`src/rtl/noc_vortex_noc2buf_pkg.sv`:
```
// -----------------------------------------------------------------------------
// noc_vortex_noc2buf_pkg
// Shared definitions for the Piton NoC -> Vortex scratch-buffer front-end:
// message-type codes, header/payload field positions, size encodings, FSM
// state type and small address helpers.
// Optional feature macro used by the top: VORTEX_NOC2BUF_ERRCNT_EN.
// -----------------------------------------------------------------------------
package noc_vortex_noc2buf_pkg;

    // Request / ack message types
    localparam logic [7:0] NC_LOAD_REQ      = 8'd14;
    localparam logic [7:0] NC_STORE_REQ     = 8'd15;
    localparam logic [7:0] NC_LOAD_MEM_ACK  = 8'd26;
    localparam logic [7:0] NC_STORE_MEM_ACK = 8'd27;

    // Header flit field LSBs (all fields 8 bits wide)
    localparam int HDR_LEN_LSB  = 22;
    localparam int HDR_TYPE_LSB = 14;
    localparam int HDR_MSHR_LSB = 6;

    // Address flit: size code in [62:60], address in [39:0]
    localparam int ADDR_SIZE_LSB = 60;

    // Source flit: chip/x/y/fbits in [63:30]
    localparam int SRC_LSB = 30;
    localparam int SRC_W   = 34;

    // Size codes
    localparam logic [2:0] SZ_1B = 3'd1;
    localparam logic [2:0] SZ_2B = 3'd2;
    localparam logic [2:0] SZ_4B = 3'd3;
    localparam logic [2:0] SZ_8B = 3'd4;

    typedef enum logic [3:0] {
        S_HDR,
        S_ADDR,
        S_SRC,
        S_DATA,
        S_DRAIN,
        S_ACC,
        S_RD,
        S_RHDR,
        S_RDATA
    } state_e;

    function automatic logic size_bad(input logic [2:0] sz);
        return (sz == 3'd0) || (sz > SZ_8B);
    endfunction

    // Misaligned requests are aligned down to the access size.
    function automatic logic [31:0] align_addr(input logic [31:0] a, input logic [2:0] sz);
        logic [31:0] r;
        case (sz)
            SZ_2B:   r = {a[31:1], 1'b0};
            SZ_4B:   r = {a[31:2], 2'b00};
            SZ_8B:   r = {a[31:3], 3'b000};
            default: r = a;
        endcase
        return r;
    endfunction

endpackage

```
`src/rtl/noc_vortex_noc2buf_resp_fmt.sv`:
```
// -----------------------------------------------------------------------------
// noc_vortex_resp_fmt
// Combinational response formatter: builds the ack header flit and the
// lane-selected, replicated load data flit.
// Ports:
//   src_i      in  34  requester chip/x/y/fbits (becomes ack destination)
//   is_load_i  in  1   1 = load ack (len 1), 0 = store ack (len 0)
//   mshr_i     in  8   mshr id echoed back
//   rdata_i    in  64  captured buffer word
//   addr_lo_i  in  3   request address bits [2:0] (lane select)
//   size_i     in  3   size code 1..4
//   hdr_o      out 64  ack header flit
//   data_o     out 64  replicated load data flit
// -----------------------------------------------------------------------------
module noc_vortex_resp_fmt
    import noc_vortex_noc2buf_pkg::*;
(
    input  logic [SRC_W-1:0] src_i,
    input  logic             is_load_i,
    input  logic [7:0]       mshr_i,
    input  logic [63:0]      rdata_i,
    input  logic [2:0]       addr_lo_i,
    input  logic [2:0]       size_i,
    output logic [63:0]      hdr_o,
    output logic [63:0]      data_o
);

    logic [7:0]  b8;
    logic [15:0] h16;
    logic [31:0] w32;

    always_comb begin
        hdr_o = {src_i,
                 is_load_i ? 8'd1 : 8'd0,
                 is_load_i ? NC_LOAD_MEM_ACK : NC_STORE_MEM_ACK,
                 mshr_i,
                 6'd0};
    end

    // Little-endian byte lanes within the 64-bit buffer word.
    always_comb begin
        b8  = rdata_i[{addr_lo_i, 3'b000} +: 8];
        h16 = rdata_i[{addr_lo_i[2:1], 4'b0000} +: 16];
        w32 = rdata_i[{addr_lo_i[2], 5'b00000} +: 32];
        case (size_i)
            SZ_1B:   data_o = {8{b8}};
            SZ_2B:   data_o = {4{h16}};
            SZ_4B:   data_o = {2{w32}};
            SZ_8B:   data_o = rdata_i;
            default: data_o = 64'd0;
        endcase
    end

endmodule

```
`src/rtl/noc_vortex_noc2buf.sv`:
```
// -----------------------------------------------------------------------------
// noc_vortex_noc2buf
// Piton NoC request front-end for the Vortex bridge scratch buffer. Turns each
// NC load/store packet into one buffer access and returns the ack packet.
// Ports:
//   clk, rst (async, active-high)
//   noc_in_val/noc_in_data/noc_in_rdy     request flit channel
//   noc_out_val/noc_out_data/noc_out_rdy  response flit channel
//   buf_addr_o/buf_data_o/buf_ce_o/buf_we_o/buf_data_sz_o  buffer request
//   buf_data_i   buffer read data, valid 1 cycle after ce with we=0
//   busy_o       high whenever the FSM is not waiting for a header
//   err_cnt_o    malformed-packet counter (only with VORTEX_NOC2BUF_ERRCNT_EN)
// Macro: VORTEX_NOC2BUF_ERRCNT_EN adds err_cnt_o and its saturating counter.
// -----------------------------------------------------------------------------
module noc_vortex_noc2buf
    import noc_vortex_noc2buf_pkg::*;
#(
    parameter logic [31:0] BUF_ADDR_MASK = 32'h0000_0FFF,
    parameter logic [7:0]  MAX_DRAIN     = 8'd8
) (
    input  logic        clk,
    input  logic        rst,
    input  logic        noc_in_val,
    input  logic [63:0] noc_in_data,
    output logic        noc_in_rdy,
    output logic        noc_out_val,
    output logic [63:0] noc_out_data,
    input  logic        noc_out_rdy,
    output logic [31:0] buf_addr_o,
    output logic [63:0] buf_data_o,
    output logic        buf_ce_o,
    output logic        buf_we_o,
    output logic [1:0]  buf_data_sz_o,
    input  logic [63:0] buf_data_i,
    output logic        busy_o
`ifdef VORTEX_NOC2BUF_ERRCNT_EN
    ,
    output logic [15:0] err_cnt_o
`endif
);

    state_e             state_q;
    logic [7:0]         rem_q;
    logic [7:0]         drain_q;
    logic               is_load_q;
    logic               is_store_q;
    logic               mal_q;
    logic [7:0]         mshr_q;
    logic [SRC_W-1:0]   src_q;
    logic [31:0]        addr_q;
    logic [2:0]         size_q;
    logic [63:0]        sdata_q;
    logic [63:0]        rdata_q;
    logic               err_pulse_q;

    logic               ce_q;
    logic               we_q;
    logic [31:0]        baddr_q;
    logic [63:0]        bdata_q;
    logic [1:0]         bsz_q;
    logic               oval_q;
    logic [63:0]        odata_q;

    logic               fire;
    logic               in_payload;
    logic [7:0]         rem_dec;
    logic [31:0]        addr_d;
    logic [2:0]         size_d;
    logic [63:0]        sdata_d;
    logic               mal_d;
    logic               pkt_end;
    logic               drain_abort;
    state_e             follow_d;
    logic [7:0]         hdr_len;
    logic [7:0]         hdr_type;
    logic               hdr_load;
    logic               hdr_store;

    logic [63:0]        fmt_hdr;
    logic [63:0]        fmt_data;

    noc_vortex_resp_fmt u_fmt (
        .src_i     (src_q),
        .is_load_i (is_load_q),
        .mshr_i    (mshr_q),
        .rdata_i   (rdata_q),
        .addr_lo_i (addr_q[2:0]),
        .size_i    (size_q),
        .hdr_o     (fmt_hdr),
        .data_o    (fmt_data)
    );

    // Input is accepted only while collecting a packet; never during access/response.
    assign noc_in_rdy = ~rst & ((state_q == S_HDR)  | (state_q == S_ADDR) |
                                (state_q == S_SRC)  | (state_q == S_DATA) |
                                (state_q == S_DRAIN));
    assign busy_o        = (state_q != S_HDR);
    assign buf_ce_o      = ce_q;
    assign buf_we_o      = we_q;
    assign buf_addr_o    = baddr_q;
    assign buf_data_o    = bdata_q;
    assign buf_data_sz_o = bsz_q;
    assign noc_out_val   = oval_q;
    assign noc_out_data  = odata_q;

    always_comb begin
        fire       = noc_in_val & noc_in_rdy;
        in_payload = (state_q == S_ADDR) | (state_q == S_SRC) |
                     (state_q == S_DATA) | (state_q == S_DRAIN);
        rem_dec    = rem_q - 8'd1;
        hdr_len    = noc_in_data[HDR_LEN_LSB +: 8];
        hdr_type   = noc_in_data[HDR_TYPE_LSB +: 8];
        hdr_load   = (hdr_type == NC_LOAD_REQ);
        hdr_store  = (hdr_type == NC_STORE_REQ);
        // Values as they will be once the current flit is absorbed, so the
        // access can be issued on the same edge that takes the last flit.
        addr_d     = (state_q == S_ADDR) ? noc_in_data[31:0] : addr_q;
        size_d     = (state_q == S_ADDR) ? noc_in_data[ADDR_SIZE_LSB +: 3] : size_q;
        sdata_d    = (state_q == S_DATA) ? noc_in_data : sdata_q;
        mal_d      = mal_q | ((state_q == S_ADDR) & size_bad(noc_in_data[ADDR_SIZE_LSB +: 3]));
        pkt_end    = fire & in_payload & (rem_dec == 8'd0);
        drain_abort = fire & (state_q == S_DRAIN) & (rem_dec != 8'd0) &
                      ((drain_q + 8'd1) >= MAX_DRAIN);
        case (state_q)
            S_ADDR:  follow_d = S_SRC;
            S_SRC:   follow_d = is_store_q ? S_DATA : S_DRAIN;
            default: follow_d = S_DRAIN;
        endcase
    end

    always_ff @(posedge clk or posedge rst) begin
        if (rst) begin
            state_q     <= S_HDR;
            rem_q       <= '0;
            drain_q     <= '0;
            is_load_q   <= 1'b0;
            is_store_q  <= 1'b0;
            mal_q       <= 1'b0;
            mshr_q      <= '0;
            src_q       <= '0;
            addr_q      <= '0;
            size_q      <= '0;
            sdata_q     <= '0;
            rdata_q     <= '0;
            err_pulse_q <= 1'b0;
            ce_q        <= 1'b0;
            we_q        <= 1'b0;
            baddr_q     <= '0;
            bdata_q     <= '0;
            bsz_q       <= '0;
            oval_q      <= 1'b0;
            odata_q     <= '0;
        end else begin
            ce_q        <= 1'b0;
            err_pulse_q <= 1'b0;
            case (state_q)
                S_HDR: begin
                    if (fire) begin
                        mshr_q     <= noc_in_data[HDR_MSHR_LSB +: 8];
                        is_load_q  <= hdr_load;
                        is_store_q <= hdr_store;
                        mal_q      <= ~((hdr_load & (hdr_len >= 8'd2)) |
                                        (hdr_store & (hdr_len >= 8'd3)));
                        rem_q      <= hdr_len;
                        src_q      <= '0;
                        addr_q     <= '0;
                        size_q     <= '0;
                        sdata_q    <= '0;
                        rdata_q    <= '0;
                        drain_q    <= '0;
                        if (hdr_len == 8'd0) begin
                            err_pulse_q <= 1'b1;
                        end else begin
                            state_q <= S_ADDR;
                        end
                    end
                end
                S_ADDR, S_SRC, S_DATA, S_DRAIN: begin
                    if (fire) begin
                        rem_q <= rem_dec;
                        if (state_q == S_ADDR) begin
                            addr_q <= addr_d;
                            size_q <= size_d;
                            mal_q  <= mal_d;
                        end
                        if (state_q == S_SRC) begin
                            src_q <= noc_in_data[SRC_LSB +: SRC_W];
                        end
                        if (state_q == S_DATA) begin
                            sdata_q <= sdata_d;
                        end
                        if (state_q == S_DRAIN) begin
                            drain_q <= drain_q + 8'd1;
                        end
                        if (pkt_end) begin
                            err_pulse_q <= mal_d;
                            if (is_load_q | is_store_q) begin
                                state_q <= S_ACC;
                                if (!mal_d) begin
                                    ce_q    <= 1'b1;
                                    we_q    <= is_store_q;
                                    baddr_q <= align_addr(addr_d, size_d) & BUF_ADDR_MASK;
                                    bsz_q   <= 2'(size_d - 3'd1);
                                    bdata_q <= sdata_d;
                                end
                            end else begin
                                // Unknown type: swallow silently, no ack.
                                state_q <= S_HDR;
                            end
                        end else if (drain_abort) begin
                            err_pulse_q <= 1'b1;
                            state_q     <= S_HDR;
                        end else begin
                            state_q <= follow_d;
                        end
                    end
                end
                S_ACC: begin
                    if (is_load_q) begin
                        state_q <= S_RD;
                    end else begin
                        state_q <= S_RHDR;
                        oval_q  <= 1'b1;
                        odata_q <= fmt_hdr;
                    end
                end
                S_RD: begin
                    // Malformed loads never issued ce, so return zero data.
                    rdata_q <= mal_q ? 64'd0 : buf_data_i;
                    state_q <= S_RHDR;
                    oval_q  <= 1'b1;
                    odata_q <= fmt_hdr;
                end
                S_RHDR: begin
                    if (noc_out_rdy) begin
                        if (is_load_q) begin
                            state_q <= S_RDATA;
                            odata_q <= fmt_data;
                        end else begin
                            state_q <= S_HDR;
                            oval_q  <= 1'b0;
                            odata_q <= '0;
                        end
                    end
                end
                S_RDATA: begin
                    if (noc_out_rdy) begin
                        state_q <= S_HDR;
                        oval_q  <= 1'b0;
                        odata_q <= '0;
                    end
                end
                default: state_q <= S_HDR;
            endcase
        end
    end

`ifdef VORTEX_NOC2BUF_ERRCNT_EN
    logic [15:0] err_cnt_q;

    always_ff @(posedge clk or posedge rst) begin
        if (rst) begin
            err_cnt_q <= '0;
        end else if (err_pulse_q && (err_cnt_q != 16'hFFFF)) begin
            err_cnt_q <= err_cnt_q + 16'd1;
        end
    end

    assign err_cnt_o = err_cnt_q;
`else
    logic unused_err_pulse;
    assign unused_err_pulse = err_pulse_q;
`endif

endmodule

```
`config.mk`:
```
export PLATFORM = sky130hd
export DESIGN_NAME = noc_vortex_noc2buf
export DESIGN_NICKNAME = d
export VERILOG_FILES = /design/src/rtl/noc_vortex_noc2buf_pkg.sv /design/src/rtl/noc_vortex_noc2buf_resp_fmt.sv /design/src/rtl/noc_vortex_noc2buf.sv
export SDC_FILE = /design/constraint.sdc
export NUM_CORES = 1
export LEC_CHECK = 0
export ABC_CLOCK_PERIOD_IN_PS = 12900
export CAP_MARGIN = 25
export CORE_ASPECT_RATIO = 1.1
export CORE_MARGIN = 1
export CORE_UTILIZATION = 35
export DETAILED_ROUTE_END_ITERATION = 8
export GPL_ROUTABILITY_DRIVEN = 0
export PLACE_DENSITY = 0.55
export SKIP_LAST_GASP = 1
export SYNTH_ARGS = -nofsm -noshare
export SYNTH_HDL_FRONTEND = slang
export SYNTH_SLANG_ARGS = --single-unit
```
`constraint.sdc`:
```
create_clock -name clk -period 12.9 [get_ports clk]
set_input_delay 1.29 -clock clk [delete_from_list [all_inputs] [get_ports clk]]
set_output_delay 1.29 -clock clk [all_outputs]
set_load 0.05 [all_outputs]
```
==> flow_summary_export.csv, run 1 <==
group,metric,value,unit
clocking,tritoncts_buffers,40,
global_route,globalRoute.totalOverflow,0,
routing,wirelength,56100,µm
sta,setup_repair_after_global_routing_missed_its_margin,"no",
sta,finalSetupViolations,0,
critical_path,timing.critical_path.from,"rst",
logic_synthesis,ys_seq_area_share,52.0,%
pwr,p_leak,9.47,nW
die,die-height,233,µm
pwr,pwr_cell_area,226,nW/µm²
sta,layout_worst_path_cycle_share,33.0,%
logic_synthesis,post-synth-top-area-fraction,52.0,%
logic_synthesis,syn-mean-instance-area,10.3,µm²
routing,detail_route.wl_per_cell,22.0,µm
logic_synthesis,post_synth_main_area_contributors,"dfrtp_1, nand2_1, a22o_1",
critical_path,worstRegToRegCells,8,
routing,drt-initial-drc-count,968,
pwr,p_sw_share,41.0,%
critical_path,crit_path_top_delay_cell,"or4_1",
clocking,cts-root-buf,"clkbuf_16",
critical_path,critical_path_arrival,4.70,ns
critical_path,crit-reg2reg-launch,"state_q[2]",
logic_synthesis,synth-warning-count,0,
placement,detailedPlacementHpwl,38400,µm
pwr,p_comb_share,38.4,%
logic_synthesis,synth_cells,1652,
clocking,cts_setup_buffers,0,
pwr,ir_drop,0.000154,V
routing,drtPass1Iterations,7,
pwr,pwr-share-clk,23.8,%
clocking,hold_buffers,0,
placement,port_buffers,278,
sta,worst_rel_slew_slack,38.6,%
critical_path,path_class,"in -> reg",
routing,route.detailed.drc,0,
global_route,first_global_vias,13300,
final_layout,post-route-cell-area,21700,µm²
clocking,tritoncts_num_sinks,353,
routing,vias,13600,
clocking,clkSlewWorstSetupHoldPaths,0.06,ns
logic_synthesis,yosys.area.top_type,"dfrtp_1",
logic_synthesis,synth.distinct_cells,66,
worst_hold_path,worstHoldPathCells,2,
sta,final-hold-violation-count,0,
sta,max_freq,235,MHz
critical_path,cp_data_required_time,13.34,ns
die,initial_utilization,35.5,%
final_layout,finalCoreUtilization,45.3,%
critical_path,critical_path.most_common_cell,"buf_4",
critical_path,cp-end-kind,"register",
pwr,totalPowerFinal,4.90,mW
logic_synthesis,mappedNetlistArea,17000,µm²
sta,tightestPinTransition,0.918,ns
status,outcome,"finished, final reports clean",
logic_synthesis,yosysMostFrequentCell,"dfrtp_1",
clocking,clock_tree.buffer_depth,3,
logic_synthesis,synth.cells.most_frequent,"dfrtp_1, nand2_1, o21ai_0",
placement,placement.cell_area,20200,µm²
routing,remaining_antenna_violation_count,0,
die,area_enclosed_by_the_die_boundary,49400,µm²
logic_synthesis,synth_edf_count,0,
global_route,global_route_wire_length_before_repair,85900,µm
critical_path,critical_path.max_stage_delay,0.71,ns
sta,final_max_slew_violation_count,0,
flow_run,max_cap_violations,0,
worst_hold_path,hold_path.startpoint,"mshr_q[0]",
critical_path,critical_path.cell_chain,"clkdlybuf4s50_1, nand2b_1, or4_1, nand2b_4, nor3_4, buf_4, buf_4, mux2_2",
pwr,net-switching-power,2.01,mW
logic_synthesis,ys_seq_elements,353,
final_layout,flow.area_growth_from_synthesis,27.7,%
clocking,cts_max_level,2,
die,row_count,84,
global_route,grt_max_degree,138,
logic_synthesis,postSynth.asyncResetShare,100,%
final_layout,n_antenna_cell,0,
pwr,pwr-share-seq,37.8,%
clocking,clock_latency,0.57,ns
critical_path,worst_setup_path_start_kind,"input port",
sta,period_needed,4.26,ns
clocking,cts_resized,0,
critical_path,critical_path_peak_fanout,47,
die,fp.dieW,212,µm
die,core_area,47800,µm²
global_route,grt_antenna_before_repair,1,
global_route,grt.total_usage,23.0,%
logic_synthesis,ys.flop_type,"dfrtp_1",
routing,route.detailed.vias_per_inst,5.35,
final_layout,final_nets,2014,
sta,worst_clock_skew,0.0292,ns
sta,finalSetupTns,0,ns
worst_hold_path,hp-class,"reg -> reg",
pwr,internal_power,2.89,mW
final_layout,final_layout_size_suffix_gt1_share,11.4,%
die,pin_count,299,
clocking,tritoncts_clock_tree,"built",
## registers in the layout, summed over array words and instances (netlist names), 2 cells and up
signal         count
addr_q            12
src_q             34
mshr_q             8
buf_data_o        64
rem_q              8
noc_out_data      64
state_q            4
buf_addr_o        12
buf_data_sz_o      2
rdata_q           64
size_q             3
sdata_q           64
drain_q            8
## worst max-delay path: cells and delay by family
family                 cells  cell delay (ns)
buffers and inverters      3             1.63
muxes                      1             0.41
and+or+nand+nor            4             1.32
## through the flow
step                      setup slack [ns]  std cells  hold WS, ns
after floorplan                       1.82       1671        0.437
after global placement                8.09       2474        0.461
after detailed placement              8.03       2475        0.465
after CTS                             8.62       2545        0.480
after global routing                  8.44       2549        0.498
final                                 8.64       2549        0.478
## path summary, 6_finish.rpt
check / to / slack, ns
max: buf_data_o[33] / 8.64
max reg2reg: buf_data_o[33] / 9.13
min: mshr_q[0] / 0.48
max in group asynchronous: noc_out_data[26] / 10.23
min reg2reg: mshr_q[0] / 0.48
min in group asynchronous: sdata_q[33] / 1.23
## layer usage
| metal | track usage [%] | vias to the layer above | routed length, µm |
|---|---|---|---|
| li1 | - | 6338 | - |
| met1 | 31.9 | 6817 | 25000 |
| met2 | 36.0 | 433 | 26000 |
| met3 | 5.43 | 59 | 3960 |
| met4 | 5.77 | 2 | 1160 |
| met5 | 0 | - | 13 |
## power groups by stage
stage / Combinational, mW / Clock (mW) / Sequential, mW
2_1_floorplan: 1.11 / 0 / 1.97
3_3_place_gp: 1.86 / 0 / 1.85
3_5_place_dp: 1.89 / 0 / 1.86
4_1_cts: 1.90 / 1.20 / 1.85
5_1_grt: 2.07 / 1.24 / 1.90
6_report: 1.88 / 1.17 / 1.85
## layout by cell type (no fill, tap or decap), types with 5 or more instances in the layout
master	count
a211oi_1	38
a21oi_1	46
a221o_1	19
a22o_1	112
a31oi_1	5
and2_1	5
and3_1	7
buf_4	28
clkbuf_1	11
clkbuf_16	42
clkbuf_8	10
clkdlybuf4s50_1	278
conb_1	20
dfrtp_1	351
ha_1	6
inv_1	12
mux2_2	78
mux2_4	9
mux2i_1	53
mux4_2	17
nand2_1	334
nand3_1	22
nand3b_1	7
nand4b_1	7
nor2_1	94
nor2b_1	15
nor3_1	6
nor4_1	6
o21a_1	11
o21ai_0	115
o22ai_1	36
o31ai_1	5
or3_1	6
or4_1	6
xnor2_1	5
## cell type report
type | count | area, µm²
multi-input combinational | 1157 | 7550
tap | 645 | 807
clock inverter | 7 | 96.3
sequential | 353 | 8840
inverter | 13 | 56.3
fill | 4479 | 26100
clock buffer | 63 | 1230
timing repair buffer | 311 | 3110
## kinds of logic after synthesis
family / after synthesis / synth area share [%]
DFF: 353 / 52.0
buffers and inverters: 161 / 4.38
xor gates and xnor gates: 7 / 0.361
and+or+nand+nor: 545 / 14.2
AOI/OAI and AO/OA: 422 / 17.3
other: 1 / 0.0221
adders and majority gates: 6 / 0.442
muxes: 157 / 11.4
Power figures use the tool's default switching activity.
==> inputs of run 2 (changes only) <==
--- a/config.mk
+++ b/config.mk
@@ -5,14 +5,14 @@
 export SDC_FILE = /design/constraint.sdc
 export NUM_CORES = 1
 export LEC_CHECK = 0
-export ABC_CLOCK_PERIOD_IN_PS = 12900
+export ABC_CLOCK_PERIOD_IN_PS = 3700
 export CAP_MARGIN = 25
 export CORE_ASPECT_RATIO = 1.1
 export CORE_MARGIN = 1
 export CORE_UTILIZATION = 35
 export DETAILED_ROUTE_END_ITERATION = 8
 export GPL_ROUTABILITY_DRIVEN = 0
-export PLACE_DENSITY = 0.55
+export PLACE_DENSITY = 0.57
 export SKIP_LAST_GASP = 1
 export SYNTH_ARGS = -nofsm -noshare
 export SYNTH_HDL_FRONTEND = slang
==> constraint.sdc (replaced) <==
create_clock -name clk -period 3.7 [get_ports clk]
set_input_delay 0.37 -clock clk [delete_from_list [all_inputs] [get_ports clk]]
set_output_delay 0.37 -clock clk [all_outputs]
set_load 0.05 [all_outputs]
==> run 2 against run 1 <==
Compared with the run above:
- clock-buffer cell count is 7 lower
- hold slack got worse by 0.090 ns
- clock skew fell by 0.0072 ns
- worst setup slack worse by 8.1 ns
- flip-flop and latch count unchanged
- sequential power increased to 3.5 times the previous value
- combinational power grew to 3.6 times the previous value
- via count grew 1.9%
- register-to-register slack lost 8.6 ns
- utilization increased by 0.32 points
- global-route usage shrank 0.32 points
- non-clock buffer count is 10 higher
==> flow_summary_export.csv, run 2 (same netlist as run 1, synthesis figures left out) <==
group,metric,value,unit
clocking,cts_setup_buffers,0,
final_layout,final_layout_size_suffix_gt1_share,12.4,%
clocking,tritoncts_num_sinks,353,
sta,worst_clock_skew,0.0219,ns
sta,period_needed,3.18,ns
sta,finalSetupTns,0,ns
final_layout,flow.area_growth_from_synthesis,28.6,%
die,die-height,233,µm
pwr,pwr_cell_area,788,nW/µm²
worst_hold_path,hp-class,"in -> async",
final_layout,post_layout_nonfiller_instances,2566,
die,core_area,47800,µm²
critical_path,critical_path_arrival,2.81,ns
final_layout,final_nets,2026,
die,pin_count,299,
clocking,cts_max_level,2,
placement,detailedPlacementHpwl,39200,µm
sta,layout_worst_path_cycle_share,86.0,%
global_route,global_route_wire_length_before_repair,85100,µm
die,area_enclosed_by_the_die_boundary,49400,µm²
critical_path,worstRegToRegCells,6,
critical_path,critical_path_peak_fanout,21,
status,outcome,"finished, final reports clean",
die,row_count,84,
final_layout,most_frequent_standard_cell_in_the_layout_excluding_fill_and_tap_cells,"dfrtp_1",
routing,drtPass1Iterations,5,
die,fp.dieW,212,µm
sta,finalSetupViolations,0,
placement,placedCellCount,2489,
flow_run,max_cap_violations,0,
clocking,clkSlewWorstSetupHoldPaths,0.06,ns
global_route,globalRoute.totalOverflow,0,
sta,final_max_slew_violation_count,0,
routing,route.detailed.vias_per_inst,5.42,
final_layout,final_cell_mix,"dfrtp_1, nand2_1, clkdlybuf4s50_1",
critical_path,crit-reg2reg-launch,"state_q[1]",
critical_path,cp-end-kind,"output port",
die,initial_utilization,35.5,%
global_route,first_global_vias,13800,
clocking,tritoncts_buffers,42,
routing,drt-initial-drc-count,1119,
critical_path,worst_setup_path_start_kind,"register",
sta,max_freq,314,MHz
critical_path,worstReg2RegEnd,"buf_data_o[50]",
routing,vias,13900,
clocking,cts-root-buf,"clkbuf_16",
final_layout,layout.filler_cells,4491,
routing,detail_route.wl_per_cell,21.8,µm
clocking,cts_resized,0,
sta,post-route-worst-setup-slack,0.519,ns
placement,detailedPlace.worstSlack,0.479,ns
clocking,clock_latency,0.58,ns
global_route,grt.total_usage,22.7,%
routing,remaining_antenna_violation_count,0,
sta,worst_rel_slew_slack,31.0,%
sta,setup_repair_after_global_routing_missed_its_margin,"no",
global_route,grt_antenna_before_repair,4,
clocking,clock_tree.buffer_depth,3,
final_layout,finalCoreUtilization,45.7,%
pwr,p_leak,9.54,nW
global_route,grt_max_degree,80,
sta,tightestPinTransition,1.03,ns
critical_path,cp_data_required_time,3.33,ns
placement,port_buffers,278,
critical_path,r2r_slack,0.57,ns
sta,final-hold-violation-count,0,
pwr,totalPowerFinal,17.2,mW
critical_path,path_class,"reg -> out",
pwr,ir_drop,0.000337,V
routing,route.detailed.drc,0,
clocking,hold_buffers,0,
clocking,tritoncts_clock_tree,"built",
routing,wirelength,56000,µm
==> run 2: cell types whose count changed in the layout (fill, tap and decap cells not counted), moves of 3 or more <==
cell,before,now
clkbuf_1,11,7
clkinv_2,4,9
buf_12,0,10
clkinvlp_4,0,4
buf_4,28,33
buf_16,4,0
clkbuf_8,10,7
==> run 2: layer usage <==
layer	vias up	part of all wire, %	global-route usage, %
li1	6369	-	-
met2	512	46	34.8
met5	-	0.030	0
met1	6928	43	30.7
met3	98	7.3	4.67
met4	2	4.0	10.0
==> run 2: worst max-delay path: stages (launching register included) <==
cell	delay, ns
dfrtp_1	0.67
o21a_1	0.35
or2_2	0.32
nor2_1	0.10
clkdlybuf4s50_1	0.80
==> run 2: per-stage QoR <==
stage               area, µm²  hold slack (ns)
finish                  21800            0.388
global route            21800            0.394
CTS                     21800            0.374
detailed placement      20500            0.470
global placement        20500            0.462
floorplan               17100            0.437
==> run 2: area by class of cell <==
cell class | count | area, µm² | area share, %
sequential | 353 | 8840 | 40.5
multi-input combinational | 1157 | 7550 | 34.6
timing repair buffer | 321 | 3230 | 14.8
clock buffer | 56 | 1170 | 5.38
tap | 645 | 807 | 3.70
clock inverter | 19 | 179 | 0.819
inverter | 13 | 52.6 | 0.241
antenna | 2 | 5.00 | 0.0229
==> run 2: how the worst max path moves through the flow <==
stage	start	to	slack (ns)	cells past startpoint
floorplan	rst	addr_q[0]	-1.40	1
global placement	rst	buf_data_o[50]	0.53	7
detailed placement	rst	buf_data_o[53]	0.48	7
CTS	state_q[1]	noc_in_rdy	0.52	4
global route	state_q[1]	buf_data_o[50]	0.43	6
finish	state_q[1]	noc_in_rdy	0.52	4
==> run 2: where the power goes <==
part | switching (mW) | total, mW | internal (mW)
clock network | 1.71 | 4.08 | 2.38
logic | 4.08 | 6.68 | 2.60
registers | 1.31 | 6.45 | 5.14
